File: src/rtl/wts_dac_pkg.sv
// Shared constants, soft-start state encoding and arithmetic helpers for the
// wave-table sound DAC output stage.
package wts_dac_pkg;

  localparam logic [11:0] DAC_MID = 12'h800;
  localparam int          INT_W   = 18;

  typedef enum logic [1:0] {
    MUTE,
    RAMP,
    RUN
  } dac_state_e;

  function automatic logic [11:0] step_toward(input logic [11:0] cur, input logic [11:0] tgt);
    if (cur < tgt)      return cur + 12'd1;
    else if (cur > tgt) return cur - 12'd1;
    else                return cur;
  endfunction

  // Rounded average of the two channels; the 13-bit sum cannot overflow.
  function automatic logic [11:0] mono_mix(input logic [11:0] a, input logic [11:0] b);
    return 12'(({1'b0, a} + {1'b0, b} + 13'd1) >> 1);
  endfunction

  // Clamp a two-bit-wider intermediate back into the integrator range.
  function automatic logic [INT_W-1:0] sat_int(input logic [INT_W+1:0] v);
    if ($signed(v) > $signed({3'b000, {(INT_W-1){1'b1}}}))
      return {1'b0, {(INT_W-1){1'b1}}};
    else if ($signed(v) < $signed({3'b111, {(INT_W-1){1'b0}}}))
      return {1'b1, {(INT_W-1){1'b0}}};
    else
      return v[INT_W-1:0];
  endfunction

endpackage

File: src/rtl/wts_dac_dsm_channel.sv
// One delta-sigma modulator channel with registered 1-bit output.
// WTS_DAC_SECOND_ORDER_EN selects the second-order loop; default is first order.
module wts_dac_dsm_channel
  import wts_dac_pkg::*;
(
  input  logic        clk,
  input  logic        rst_n,
  input  logic [11:0] x,
  output logic        pdm
);

`ifdef WTS_DAC_SECOND_ORDER_EN
  localparam int EXT = INT_W + 2 - 13;

  logic [12:0]      xs;
  logic [12:0]      fb;
  logic [INT_W-1:0] i1;
  logic [INT_W-1:0] i2;
  logic [INT_W-1:0] i1_nxt;
  logic [INT_W-1:0] i2_nxt;
  logic [INT_W+1:0] i1_sum;
  logic [INT_W+1:0] i2_sum;

  // Offset-binary to signed, and feedback of +/-2048 from the last output bit.
  assign xs = {1'b0, x} - 13'h0800;
  assign fb = pdm ? 13'h0800 : 13'h1800;

  assign i1_sum = {{2{i1[INT_W-1]}}, i1} + {{EXT{xs[12]}}, xs} - {{EXT{fb[12]}}, fb};
  assign i1_nxt = sat_int(i1_sum);
  assign i2_sum = {{2{i2[INT_W-1]}}, i2} + {{2{i1_nxt[INT_W-1]}}, i1_nxt} - {{EXT{fb[12]}}, fb};
  assign i2_nxt = sat_int(i2_sum);

  always_ff @(posedge clk or negedge rst_n) begin
    if (!rst_n) begin
      i1  <= '0;
      i2  <= '0;
      pdm <= 1'b0;
    end else begin
      i1  <= i1_nxt;
      i2  <= i2_nxt;
      pdm <= ~i2_nxt[INT_W-1];
    end
  end
`else
  logic [11:0] acc;
  logic [12:0] acc_nxt;

  assign acc_nxt = {1'b0, acc} + {1'b0, x};

  always_ff @(posedge clk or negedge rst_n) begin
    if (!rst_n) begin
      acc <= '0;
      pdm <= 1'b0;
    end else begin
      acc <= acc_nxt[11:0];
      pdm <= acc_nxt[12];
    end
  end
`endif

endmodule

File: src/rtl/wts_sound_dac.sv
// Stereo/mono output stage: input registers, mixer, pop-free soft start and two
// delta-sigma channels. WTS_DAC_SECOND_ORDER_EN is honoured inside the channels.
//
// state | meaning
// MUTE  | both channels held at midpoint for MUTE_CYCLES cycles after reset
// RAMP  | every RAMP_DIV cycles each channel steps 1 LSB toward its target
// RUN   | channels follow the mixed target directly; ramp_done high
module wts_sound_dac
  import wts_dac_pkg::*;
#(
  parameter int MUTE_CYCLES = 256,
  parameter int RAMP_DIV    = 16
) (
  input  logic        clk,
  input  logic        slot_nreset,
  input  logic        sw_mono,
  input  logic [11:0] left_in,
  input  logic [11:0] right_in,
  output logic        left_pdm,
  output logic        right_pdm,
  output logic        ramp_done
);

  localparam int MW = (MUTE_CYCLES > 1) ? $clog2(MUTE_CYCLES) : 1;
  localparam int DW = (RAMP_DIV > 1) ? $clog2(RAMP_DIV) : 1;
  localparam logic [MW-1:0] MUTE_LOAD = MW'(MUTE_CYCLES - 1);
  localparam logic [DW-1:0] DIV_LOAD  = DW'(RAMP_DIV - 1);

  logic [11:0] left_q, right_q;
  logic        mono_s1, mono_s2, mono_q;
  logic [11:0] mix_l, mix_r;

  dac_state_e  state, state_nxt;
  logic [MW-1:0] mute_cnt, mute_cnt_nxt;
  logic [DW-1:0] div_cnt, div_cnt_nxt;
  logic [11:0] eff_l, eff_r, eff_l_nxt, eff_r_nxt;
  logic [11:0] step_l, step_r;

  // The synchronised switch gets the same input-register stage as the samples.
  always_ff @(posedge clk or negedge slot_nreset) begin
    if (!slot_nreset) begin
      left_q  <= DAC_MID;
      right_q <= DAC_MID;
      mono_s1 <= 1'b0;
      mono_s2 <= 1'b0;
      mono_q  <= 1'b0;
      mix_l   <= DAC_MID;
      mix_r   <= DAC_MID;
    end else begin
      left_q  <= left_in;
      right_q <= right_in;
      mono_s1 <= sw_mono;
      mono_s2 <= mono_s1;
      mono_q  <= mono_s2;
      if (mono_q) begin
        mix_l <= mono_mix(left_q, right_q);
        mix_r <= mono_mix(left_q, right_q);
      end else begin
        mix_l <= left_q;
        mix_r <= right_q;
      end
    end
  end

  assign step_l = step_toward(eff_l, mix_l);
  assign step_r = step_toward(eff_r, mix_r);

  always_ff @(posedge clk or negedge slot_nreset) begin
    if (!slot_nreset) begin
      state    <= MUTE;
      mute_cnt <= MUTE_LOAD;
      div_cnt  <= DIV_LOAD;
      eff_l    <= DAC_MID;
      eff_r    <= DAC_MID;
    end else begin
      state    <= state_nxt;
      mute_cnt <= mute_cnt_nxt;
      div_cnt  <= div_cnt_nxt;
      eff_l    <= eff_l_nxt;
      eff_r    <= eff_r_nxt;
    end
  end

  always_comb begin
    state_nxt    = state;
    mute_cnt_nxt = mute_cnt;
    div_cnt_nxt  = div_cnt;
    eff_l_nxt    = eff_l;
    eff_r_nxt    = eff_r;
    unique case (state)
      MUTE: begin
        eff_l_nxt = DAC_MID;
        eff_r_nxt = DAC_MID;
        if (mute_cnt == '0) begin
          state_nxt   = RAMP;
          div_cnt_nxt = DIV_LOAD;
        end else begin
          mute_cnt_nxt = mute_cnt - 1'b1;
        end
      end
      RAMP: begin
        if (div_cnt == '0) begin
          div_cnt_nxt = DIV_LOAD;
          eff_l_nxt   = step_l;
          eff_r_nxt   = step_r;
          // Leave on the tick where the step lands both channels on target.
          if (step_l == mix_l && step_r == mix_r) state_nxt = RUN;
        end else begin
          div_cnt_nxt = div_cnt - 1'b1;
        end
      end
      RUN: begin
        eff_l_nxt = mix_l;
        eff_r_nxt = mix_r;
      end
      default: state_nxt = MUTE;
    endcase
  end

  assign ramp_done = (state == RUN);

  wts_dac_dsm_channel u_dsm_l (
    .clk   (clk),
    .rst_n (slot_nreset),
    .x     (eff_l),
    .pdm   (left_pdm)
  );

  wts_dac_dsm_channel u_dsm_r (
    .clk   (clk),
    .rst_n (slot_nreset),
    .x     (eff_r),
    .pdm   (right_pdm)
  );

endmodule

File: config.mk
export PLATFORM = sky130hd
export DESIGN_NAME = wts_sound_dac
export DESIGN_NICKNAME = d
export VERILOG_FILES = /design/src/rtl/wts_dac_pkg.sv /design/src/rtl/wts_dac_dsm_channel.sv /design/src/rtl/wts_sound_dac.sv
export SDC_FILE = /design/constraint.sdc
export NUM_CORES = 1
export LEC_CHECK = 0
export CAP_MARGIN = 20
export CORE_MARGIN = 5
export CORE_UTILIZATION = 60
export CTS_BUF_LIST = sky130_fd_sc_hd__clkbuf_8
export DETAILED_ROUTE_END_ITERATION = 10
export PLACE_DENSITY = 0.8
export SYNTH_ARGS = -nofsm -noshare
export SYNTH_HDL_FRONTEND = slang
export SYNTH_SLANG_ARGS = --single-unit
File: constraint.sdc
create_clock -name clk -period 8.7 [get_ports clk]
set_input_delay 1.74 -clock clk [delete_from_list [all_inputs] [get_ports clk]]
set_output_delay 1.74 -clock clk [all_outputs]
set_load 0.005 [all_outputs]
* Word level (Yosys, flattened, before mapping)
Cells that the tools add are included.
** Storage, ports and cells
- Bits in read-only memories :: 0
- Output and inout bits :: 3
- Memories :: 0
- Bits in registers :: 115
- Bits in latches :: 0
- Word-level logic and storage cells :: 66
- Memory bits (writable) :: 0
- Input port bits :: 27
** Cells by class
- Equality and inequality tests :: 7
- Mux-type cells :: 17
- Reductions and logical operators :: 10
- Bitwise operators :: 2
- Multiply operators :: 0
- Order comparisons :: 4
- Shifts and indexed selects :: 0
- Divide/modulo/power cells :: 0
- $add $sub $neg :: 10
** Operator list (number)
- $mux 12 :: 8
- $pmux 12 s3 :: 2
- $add 12x12->13 :: 3
- $add 12x1->12 const B :: 2
- $eq 12x12->1 :: 2
- $gt 12x12->1 :: 2
- $lt 12x12->1 :: 2
- $sub 12x1->12 const B :: 2
- $add 13x1->13 const B :: 1
- $logic_not 8->1 :: 1
- $mux 4 :: 2
- $pmux 4 s2 :: 1
- $sub 8x1->8 const B :: 1
- $mux 2 :: 3
- $ne 2x2->1 const B :: 3
- $pmux 2 s3 :: 1
- $reduce_and 2->1 :: 3
- $logic_not 4->1 :: 1
- $reduce_and 4->1 :: 1
- $sub 4x1->4 const B :: 1
- $reduce_bool 3->1 :: 1
- $eq 2x1->1 const B :: 1
- $eq 2x2->1 const B :: 1
- $logic_not 2->1 :: 1
- 3 further kinds :: 4

* Depth between registers and ports, before layout
- Depth in word-level cells :: 8
- Mapped depth :: 13
- Mapped depth without buffers :: 13

* Cells and area by module
A second synthesis with hierarchy kept.
** Unflattened totals
- Cells, all modules :: 961
- Area, all modules :: 8609.5 um^2
** Modules (own cells, without submodules)
- wts_sound_dac :: instances 1, seq. area each 2249.7 um^2, area an instance 6702.7 um^2, cells each 771
- wts_dac_dsm_channel :: instances 2, seq. area each 325.3 um^2, area an instance 953.4 um^2, cells each 95

* Least setup slack after synthesis
Ideal clock, no wire load.
- Path kind :: flip-flop to flip-flop
- From :: reg mix_r[11]
- To :: reg state[0]
- Stages on the path, launching flop included :: 13
- Required time :: 8572 ps
- Setup slack :: 5296 ps
- Clock period less this slack :: 3404 ps
- Library setup time :: 128 ps
- Buffers on the path :: 0
- Arrival time :: 3277 ps
- Cells stage by stage :: dfstp_2 inv_1 ha_1 nand4_1 o31ai_2 or4_4 a21oi_2 a211oi_1 a2111oi_0 o211ai_1 nor4_2 a31o_1 mux2_1
** On the way
- Longest elaborated chain between the ends :: 7
- Elaborated cells on any way between the ends :: 8
- Those cells by class :: order compare (2); eq/ne (2); mux (2); reduce/logical (2)
** RTL lines
- start: declaration :: line wts_sound_dac.sv:31 : logic [11:0] mix_l, mix_r;
- start signal: assignment :: line wts_sound_dac.sv:57 : mix_r <= mono_mix(left_q, right_q);
- start signal: assignment :: line wts_sound_dac.sv:60 : mix_r <= right_q;
- $gt 12x12->1 :: line wts_dac_pkg.sv:16 : else if (cur > tgt) return cur - 12'd1;
- $mux 12 :: line wts_dac_pkg.sv:16
- $mux 12 :: line wts_dac_pkg.sv:15 : if (cur < tgt) return cur + 12'd1;
- $eq 12x12->1 * :: line wts_sound_dac.sv:107 : if (step_l == mix_l && step_r == mix_r) state_nxt = RUN;
- $logic_and 1x1->1 * :: line wts_sound_dac.sv:107
- $ne 2x2->1 (no source line) *
- $reduce_and 4->1 (no source line) *
- end signal: assignment :: line wts_sound_dac.sv:76 : state <= state_nxt;
- end: declaration :: line wts_sound_dac.sv:33 : dac_state_e state, state_nxt;
Mark *: on every way between the ends. The rest lies on a longest branch, timed or not.
A chain may end at the register's enable or synchronous reset.

* Worst setup path in the final report
Ends and elaborated chain as after synthesis.

==> run summary <==
### GRT
• Overflow after GRT: 0
• largest net degree at the start of global routing: 69
• wire length of the first global-routing pass: 33600 µm
• vias in the first global route: 6400
• antenna violations before repair: 0
• Total Routing Usage GR: 0.271

### Cells and area
• number of nets in the finished design: 1012
• post-route cell area: 8780 µm²
• share of final-layout standard cells stronger than drive strength 1: 0.0886
• Layout Area Growth over Synthesis: 10.8%
• antenna diode instance count: 0

### Logic synthesis
• ranking of synthesized cells by instance count: dfrtp_1 (97), inv_1 (81), o21ai_0 (76), nand2_1 (71), ha_1 (70)
• cell types occupying the most area after synthesis: dfrtp_1 (31%), ha_1 (11%), dfstp_2 (6.0%)
• synthesized cell area: 7920 µm²
• number of enable flip-flop cells after synthesis: 0
• register bit total from synthesis: 115
• cell type with the highest aggregate area in the netlist: dfrtp_1
• count of yosys warnings during synthesis: 0
• top_reg_cell synth: dfrtp_1
• number of nets produced by synthesis: 987
• most frequent cell after synthesis: dfrtp_1
• number of distinct library cell variants in the gate-level netlist after synthesis: 77
• cells after synthesis: 887
• share of synthesized registers carrying an async set or reset: 1.00
• top-area cell type share of the netlist area: 0.306
• syn_area_per_cell: 8.93 µm²
• register area share after synthesis: 0.366

### Timing
• clock skew: 17.0 ps
• post-route fraction of the period consumed by the critical path: 0.476
• shortest clock period the worst path allows after layout: 4140 ps
• post-route worst hold slack: 363 ps
• final slew viol count: 0
• setup total negative slack: 0 ps
• number of failing setup endpoints in the final timing report: 0
• worst slew slack as a fraction of its limit: 0.279
• maximum frequency from static timing analysis: 241 MHz
• actual slew at the worst max-slew pin: 1060 ps
• Final Hold Viols: 0
• unrepaired setup endpoints after global routing: false

### Floorplan
• core footprint: 13100 µm²
• initial core utilization: 0.605
• top-level port count: 30
• overall die height: 125 µm
• width of the die: 125 µm
• total number of placement rows: 42
• die area: 15600 µm²

### Placement
• final weighted congestion in routability-driven placement: 0.989
• Port-buffer cells: 29
• estimated wirelength of the detail-placed design: 15300 µm
• post-placement cell area: 8370 µm²

### Power
• Clk pwr share: 0.178
• sequential fraction of design power: 0.297
• ratio of total power to cell area: 331 nW/µm²
• worst vdd rail ir drop: 212 µV
• LEAKAGE: 3.89 nW
• fraction of power spent switching nets: 0.456
• combinational power share: 0.525
• internal cell power: 1.58 mW
• Switch Pwr: 1.33 mW

### Worst setup path
• worst-path fanout max: 12
• arrival time at the worst endpoint: 4480 ps
• Worst Path Class, Setup: reg2reg
• register-to-register setup slack: 4560 ps
• Crit path required time: 9040 ps
• kind of end point of the critical path: flip-flop
• Startpoint Class: flip-flop

### Clock network
• Post-CTS Repair Setup Buffers: 0
• CTS sink cnt: 115
• post-cts sizing count: 0
• clk_lat worst skew: 460 ps
• clock tree from TritonCTS: built
• H-tree Lvls: 4
• buffer depth of the longest clock path: 2
• root buffer cell: clkbuf_8
• number of hold buffers added after CTS: 0
• Inserted Clock Buffers: 17
• clock transition time at the flip-flop clock pins of the worst setup and hold paths: 80 ps

### Run
• number of maximum-capacitance constraint violations: 0

### Detailed routing
• iteration count of the initial detailed-routing pass: 5
• routed length per placed instance: 19.1 µm
• DRT iter0 DRCs: 751
• routed vias/inst: 6.25
• detailed-route via count: 6882
• Detail Route Antenna Nets: 0
• routed wire length: 21000 µm
• DRC violations left: 0

### Hold path
• class of the most critical hold timing path: reg2reg

### Status
• result of the run: finished, final reports clean

==> stage by stage <==
step,instances,setup slack (ps),utilization,power (mW)
after floorplan,887,5300,-,1.96
after global placement,1068,4690,0.639,2.34
after detailed placement,1068,4600,0.639,2.36
after CTS,1100,4580,0.670,2.89
after global routing,1101,4320,0.671,3.13
final,1101,4560,0.671,2.91
==> placed cells by master, fill, tap and decap left out, drive strengths merged, types with 6 or more instances in the layout <==
cell	synthesis	final
xnor2	45	45
clkdlybuf4s50	0	28
nor2b	6	6
buf	5	8
ha	70	70
dfstp	18	18
nor2	60	60
o22ai	6	6
a21oi	61	61
inv	81	89
a31oi	7	7
o21a	7	7
or3	13	13
xor2	19	19
a22o	15	15
nor4	11	11
nand4	10	10
nor3	36	36
clkbuf	25	17
o21ai	77	77
a21boi	6	6
mux2i	6	6
dfrtp	97	97
or4	8	8
nand3	22	22
and3	6	6
nand2	72	72
a22oi	6	6
a21o	11	11
==> power by group through the flow <==
stage                     sequential [mW]  combinational, mW  clock (mW)
after floorplan                     0.780               1.18           0
after global placement              0.862               1.48           0
after detailed placement            0.869               1.49           0
after CTS                           0.860               1.50       0.526
after global routing                0.884               1.69       0.557
final                               0.863               1.53       0.518
==> worst max-delay path, stage by stage, from the launching register on <==
cell	delay (ps)
dfstp_2	560
inv_1	60
ha_1	330
a21oi_1	150
o21ai_0	160
a21oi_1	530
nand2_1	460
a311o_1	470
xnor2_1	150
a2111o_1	360
nor4_2	300
a31o_1	190
mux2_1	310
==> state kept, by name, indices dropped and copies added, names as in the netlist <==
name	flops
u_dsm_r.acc	12
mono_s1	1
eff_l	12
mono_q	1
mix_l	12
u_dsm_l.pdm	1
mix_r	12
mute_cnt	8
u_dsm_r.pdm	1
right_q	12
u_dsm_l.acc	12
left_q	12
div_cnt	4
mono_s2	1
eff_r	12
state	2
==> per-layer routing <==
metal / share of wire / vias to the layer above / track usage
met5: 0 / - / 0
met4: 0.028 / 0 / 0.0918
met3: 0.088 / 49 / 0.0600
met2: 0.46 / 327 / 0.439
met1: 0.42 / 3248 / 0.363
li1: - / 3258 / -
==> cell type report <==
| class | instances | area [µm²] |
|---|---|---|
| inverters | 81 | 304 |
| clock inverters | 15 | 166 |
| repair buffers | 36 | 344 |
| clock buffers | 17 | 234 |
| well taps | 176 | 220 |
| multi-input cells | 661 | 4610 |
| flip-flops and latches | 115 | 2900 |
| fillers | 1044 | 4310 |
==> path summary, 6_finish.rpt <==
check	to	startpoint	cells past startpoint
worst max-delay path	state[0]$_DFFE_PN0P_	mix_r[11]$_DFF_PN1_	12
worst min-delay path	mono_q$_DFF_PN0_	mono_s2$_DFF_PN0_	0
worst max register to register	state[0]$_DFFE_PN0P_	mix_r[11]$_DFF_PN1_	12
worst min register to register	mono_q$_DFF_PN0_	mono_s2$_DFF_PN0_	0
max in group asynchronous	u_dsm_l.acc[11]$_DFF_PN0_	slot_nreset	2
min in group asynchronous	left_q[0]$_DFF_PN0_	slot_nreset	1
==> cells by family after synthesis <==
logic type / after synthesis / share of synthesized area
fa+ha+maj: 73 / 0.118
mux: 11 / 0.0147
xor+xnor: 64 / 0.0708
flops: 115 / 0.366
simple gates: 256 / 0.159
buf+inv: 111 / 0.0540
compound gates: 257 / 0.217
No activity file was read; power rests on OpenSTA's default activity.
==> edit 1 (same flow settings) <==
`RAMP_DIV`: 16 -> 32.
--- a/src/rtl/wts_sound_dac.sv
+++ b/src/rtl/wts_sound_dac.sv
@@ -9,7 +9,7 @@
   import wts_dac_pkg::*;
 #(
   parameter int MUTE_CYCLES = 256,
-  parameter int RAMP_DIV    = 16
+  parameter int RAMP_DIV    = 32
 ) (
   input  logic        clk,
   input  logic        slot_nreset,
Check against the original RTL: no difference found for any inputs over 10 cycles, from zero or initial values and one cycle with slot_nreset low; that may be too few to reach the edited logic, so the function may still have changed.
==> edit 1 against the unedited design <==
- largest power group unchanged
- final area down 0.16%
- critical endpoint is now ramp_done
- hold slack got worse by 0.015 ns
- setup slack better by 0.12 ns
- routed wire length is 8.1% lower
- sequential cell count up 1
- global-route usage down 1.7 points
- total power decreased by 14%
- combinational power fell by 24%
- synthesized area rose by 0.19%
- die area increased by 0.18%
==> edit 1: results (changes against the unedited design) <==
Synth
  – Net Count, Synth: 989 (+0.20%)
  – Top cells by count, synth: 97 x dfrtp_1, 76 x inv_1, 70 x nand2_1
  – Proportion of synthesized area in mux cells: 2.837% (+1.4 points)
  – Register area share after synthesis: 36.87% (+0.26 points)
  – Synth Area in Compound Gates: 18.66% (-3.1 points)
  – Cells after Synth: 890 (+0.34%)
  – Netlist cell types: 74 (-3.9%)
  – Xor and xnor area share after synthesis: 6.841% (-0.23 points)
  – Adder-Cell Fraction of Synth Area: 11.63% (-0.18 points)
  – Dominant cells by area after synthesis: dfrtp_1 31%, ha_1 11%, dfstp_2 6.3%

Timing
  – Final count of pins violating max slew: 0 (unchanged)
  – Relative slew slack: 35.04% (+7.1 points)
  – Peak Freq: 248.5 MHz (+2.9%)
  – Clock Skew: 0.01693 ns (-0.00004580 ns)

Power
  – Leak pwr: 3.696 nW (-5.0%)
  – Peak supply drop: 0.1923 mV (-9.4%)

Placement
  – GPL Wtd Cong: 1.022 (+3.4%)
  – Final HPWL DP: 14.06 mm (-8.2%)

Setup path
  – CP Launch Point: state[0]
  – R2R depth: 10 (-2)
  – CP endpoint: ramp_done
  – Worst R2R Start: eff_l[9]
  – Reg2Reg Setup Slack: 4.96 ns (+0.40 ns)
  – Biggest fanout along the worst timing path: 14 (+2)

Route
  – Top Metal Used: met5
  – DRT met1 WL: 8.678 mm (-1.8%)
  – Met2 routed WL: 8.753 mm (-10%)
  – WL met3: 1.390 mm (-25%)
  – Total Wirelength: 19.34 mm (-8.1%)
  – DRT iter0 DRCs: 550 (-27%)
  – Via-to-Cell Ratio: 6.107 (-2.3%)

Worst hold path
  – Hold path cells: 0 (unchanged)
  – HP Class: register to register

Global route
  – GRT Overall Usage: 25.42% (-1.7 points)
  – GRT met3 Usage: 6.695% (+0.69 points)
  – Largest net degree at the start of global routing: 62 (-10%)
  – First-pass GRT wire length: 32.04 mm (-4.7%)
  – Global routing usage on met2: 39.45% (-4.5 points)
  – Vias in the first global route: 6,304 (-1.5%)
  – Met1 Usage GRT: 34.50% (-1.7 points)
  – Initial antenna violation count: 1 (+1)

Cells and area
  – # fillers: 1,040 (-0.38%)
  – Fraction of layout cells with a size suffix above 1: 7.533% (-1.3 points)
  – Final nets: 1,002 (-0.99%)
  – Final non-filler cell total: 1,092 (-0.82%)

Run status
  – Outcome: finished, final reports clean

Clock network
  – Post-CTS Repair Setup Buffers: 0 (unchanged)
-- edit 1: cell count changes in the layout (fill, tap and decap cells not counted), sizes merged, moves of 4 or more --
cell,change
nand3b,+4
nor2,+8
inv,-9
and4,+6
buf,-4
o21a,+4
a21oi,-12
o21ai,-7
a21o,-5
mux2i,+12
o311ai,-4
-- edit 1: final cells by class --
| type | instances | share of cell area [%] |
|---|---|---|
| well taps | 176 | 2.513 |
| multi-input cells | 660 | 52.33 |
| clock buffers | 18 | 2.827 |
| clock inverters | 14 | 2.142 |
| repair buffers | 32 | 3.541 |
| inverters | 76 | 3.255 |
| flip-flops and latches | 116 | 33.40 |
-- edit 1: metrics by stage --
stage | hold slack (ns) | utilization, % | power, mW | cell area [µm²]
after global routing | 0.3597 | 66.97 | 2.714 | 8763
after CTS | 0.3528 | 66.97 | 2.515 | 8763
final | 0.3485 | 66.97 | 2.515 | 8763
after global placement | 0.3351 | 63.65 | 1.929 | 8328
after floorplan | 0.3312 | - | 1.663 | 7938
after detailed placement | 0.3358 | 63.65 | 1.951 | 8328
-- edit 1: report_power, final --
| part | switching (mW) | internal [mW] | total [mW] |
|---|---|---|---|
| clock network | 0.234 | 0.318 | 0.552 |
| logic | 0.669 | 0.502 | 1.17 |
| registers | 0.123 | 0.668 | 0.791 |
| total | 1.03 | 1.49 | 2.52 |
-- edit 1: worst min-delay path by stage --
stage / start / endpoint / slack, ns
after global placement: mono_s2 / mono_q / 0.34
after CTS: mono_s2 / mono_q / 0.35
after detailed placement: mono_s2 / mono_q / 0.34
after global routing: mono_s2 / mono_q / 0.36
after floorplan: mono_s2 / mono_q / 0.33
final: mono_s2 / mono_q / 0.35
-- edit 1: critical path, cell delays in order, from the launching register on --
cell and delay, ns:
dfrtp_1 0.39, inv_1 0.10, ha_1 0.70, clkdlybuf4s50_1 0.64
==> edit 2 (config.mk and constraints unchanged) <==
Without the edit above. Register the output `right_pdm`, without a reset; this adds one clock of latency there. The other outputs are not delayed to match.
--- a/src/rtl/wts_sound_dac.sv
+++ b/src/rtl/wts_sound_dac.sv
@@ -25,6 +25,8 @@
   localparam int DW = (RAMP_DIV > 1) ? $clog2(RAMP_DIV) : 1;
   localparam logic [MW-1:0] MUTE_LOAD = MW'(MUTE_CYCLES - 1);
   localparam logic [DW-1:0] DIV_LOAD  = DW'(RAMP_DIV - 1);
+
+  logic right_pdm_d;
 
   logic [11:0] left_q, right_q;
   logic        mono_s1, mono_s2, mono_q;
@@ -130,8 +132,12 @@
     .clk   (clk),
     .rst_n (slot_nreset),
     .x     (eff_r),
-    .pdm   (right_pdm)
+    .pdm   (right_pdm_d)
   );
+
+  always_ff @(posedge clk) begin
+    right_pdm <= right_pdm_d;
+  end
 
 endmodule
 
Formal check against the unedited RTL: not equivalent (a bounded check fails within 4 cycles, from zero or initial values and one cycle with slot_nreset low).
==> edit 2 against the unedited design <==
- cell count up 3.9%
- setup slack gained 0.20 ns
- routed wire length rose by 0.75%
- final area up 3.3%
- synthesized cell count increased by 5.7%
- synthesized area is 5.0% higher
- sequential cell count increased by 1
- total power down 29%
- critical path type is now register to output pin
- critical endpoint is now ramp_done
- largest power group unchanged
==> edit 2: results (changes against the unedited design) <==
Synth
  – Top cells by count, synth: 97 x dfrtp_1, 76 x inv_1, 73 x nor2_1
  – Netlist cell types: 81 (+5.2%)
  – Synth warnings: 0 (unchanged)
  – Net Count, Synth: 1,038 (+5.2%)
  – Dominant cells by area after synthesis: dfrtp_1 29%, ha_1 11%, dfstp_2 5.7%
  – Top cell type's share of synthesized area: 29.17% (-1.5 points)
  – Ys async rst share: 99.14% (-0.86 points)
  – Syn Area/Cell: 8.870 µm² (-0.69%)
  – Register area share after synthesis: 35.10% (-1.5 points)

Clock network
  – Clock buffer depth: 2 (unchanged)
  – Post-CTS Repair Setup Buffers: 0 (unchanged)
  – H-tree levels: 4 (unchanged)
  – CTS clk-pin slew, worst paths: 0.08 ns (about the same)
  – Cts bufs inserted: 17 (unchanged)
  – PostCTS Resize Cnt: 0 (unchanged)

Power
  – Final Power: 2.079 mW (-29%)
  – Int Power: 1.255 mW (-21%)
  – Seq group: 755 µW (-13%)
  – Combinational power: 858 µW (-44%)
  – Peak supply drop: 0.1806 mV (-15%)
  – Leak pwr: 3.796 nW (-2.4%)

Route
  – Total number of vias: 7,154 (+4.0%)
  – DRT iter0 DRCs: 549 (-27%)
  – WL/cell: 18.53 µm (-3.0%)
  – Drt pass-1 iters: 5 (unchanged)

Timing
  – Relative slew slack: 44.39% (+16 points)
  – Tightest hold margin: 0.3478 ns (-0.01538 ns)
  – Clock Skew: 0.01890 ns (+0.001919 ns)

Setup path
  – R2R depth: 10 (-2)
  – Arrival time worst endpoint: 2.20 ns (-2.28 ns)
  – CP max-delay cell: clkdlybuf4s50_1
  – Biggest fanout along the worst timing path: 12 (unchanged)
  – Reg2Reg Setup Slack: 4.77 ns (+0.21 ns)
  – CP max stage delay: 0.66 ns (+0.10 ns)
  – Worst R2R Start: eff_r[7]
  – Worst r2r dst: state[1]

Run status
  – Outcome: finished, final reports clean

Placement
  – PortBufs: 29 (unchanged)
  – Dpl cell area: 8700 µm² (+4.0%)
  – GPL Wtd Cong: 1.024 (+3.6%)
  – Final HPWL DP: 15.31 mm (about the same)

Global route
  – First-pass GRT wire length: 34.46 mm (+2.5%)
  – GRT Overall Usage: 26.81% (-0.29 points)
  – Largest net degree at the start of global routing: 65 (-5.8%)
  – Initial antenna violation count: 0 (unchanged)
  – Vias in the first global route: 6,876 (+7.4%)

Worst hold path
  – Hold EP: right_pdm
  – Hold_sp: u_dsm_r.pdm
  – HP Class: register to register

Cells and area
  – # fillers: 1,144 (+9.6%)
  – Final non-filler cell total: 1,144 (+3.9%)
  – Fraction of layout cells with a size suffix above 1: 8.817% (-0.047 points)
## edit 2: cell types whose count changed after synthesis, sizes merged, moves of 7 or more
cell    unedited run  this run
xor2              19        12
o211ai             5        12
mux2i              6        14
nor2              60        76
and4               0         7
a31oi              7        19
o21ai             77        67
## edit 2: final cells by class
| class | instances | area [µm²] | share of cell area (%) |
|---|---|---|---|
| Clock buffer | 18 | 247.7 | 2.734 |
| Clock inverter | 14 | 115.1 | 1.270 |
| Inverter | 76 | 285.3 | 3.148 |
| Multi-Input combinational cell | 707 | 4951 | 54.63 |
| Sequential cell | 116 | 2920 | 32.22 |
| Tap cell | 180 | 225.2 | 2.485 |
| Timing Repair Buffer | 33 | 317.8 | 3.507 |
## edit 2: cells by family (layout without fill, tap and decap cells)
kind of cell	Yosys count	count (layout)	synth area share, %
XOR/XNOR	57	57	6.000
adder cells (fa/ha/maj)	73	73	11.25
multiplexers	18	18	2.225
flip-flops	116	116	35.10
AND/OR/NAND/NOR	295	295	18.50
AO/OA/AOI/OAI	264	264	21.53
buffers and inverters	115	141	5.398
## edit 2: how the worst max path moves through the flow
stage,startpoint,endpoint,slack [ns],depth (start not counted)
floorplan,mix_l[11],state[1],5.41,10
global placement,eff_r[3],state[1],5.03,10
detailed placement,eff_r[7],state[1],4.82,10
CTS,state[0],ramp_done,4.77,3
global route,eff_r[7],state[1],4.53,10
finish,state[0],ramp_done,4.76,3
## edit 2: worst max-delay path, delay by kind of cell, from the launching register on
family / cells / cell delay (ns)
adders and majority gates: 1 / 0.58
buffers and inverters: 2 / 0.79
DFF: 1 / 0.38
## edit 2: metal layers
layer,track usage [%],vias to the layer above,wire [µm]
met2,42.85,289,9848
li1,-,3443,-
met5,0,-,0
met4,7.990,0,460
met1,35.79,3377,9174
met3,7.417,45,1712
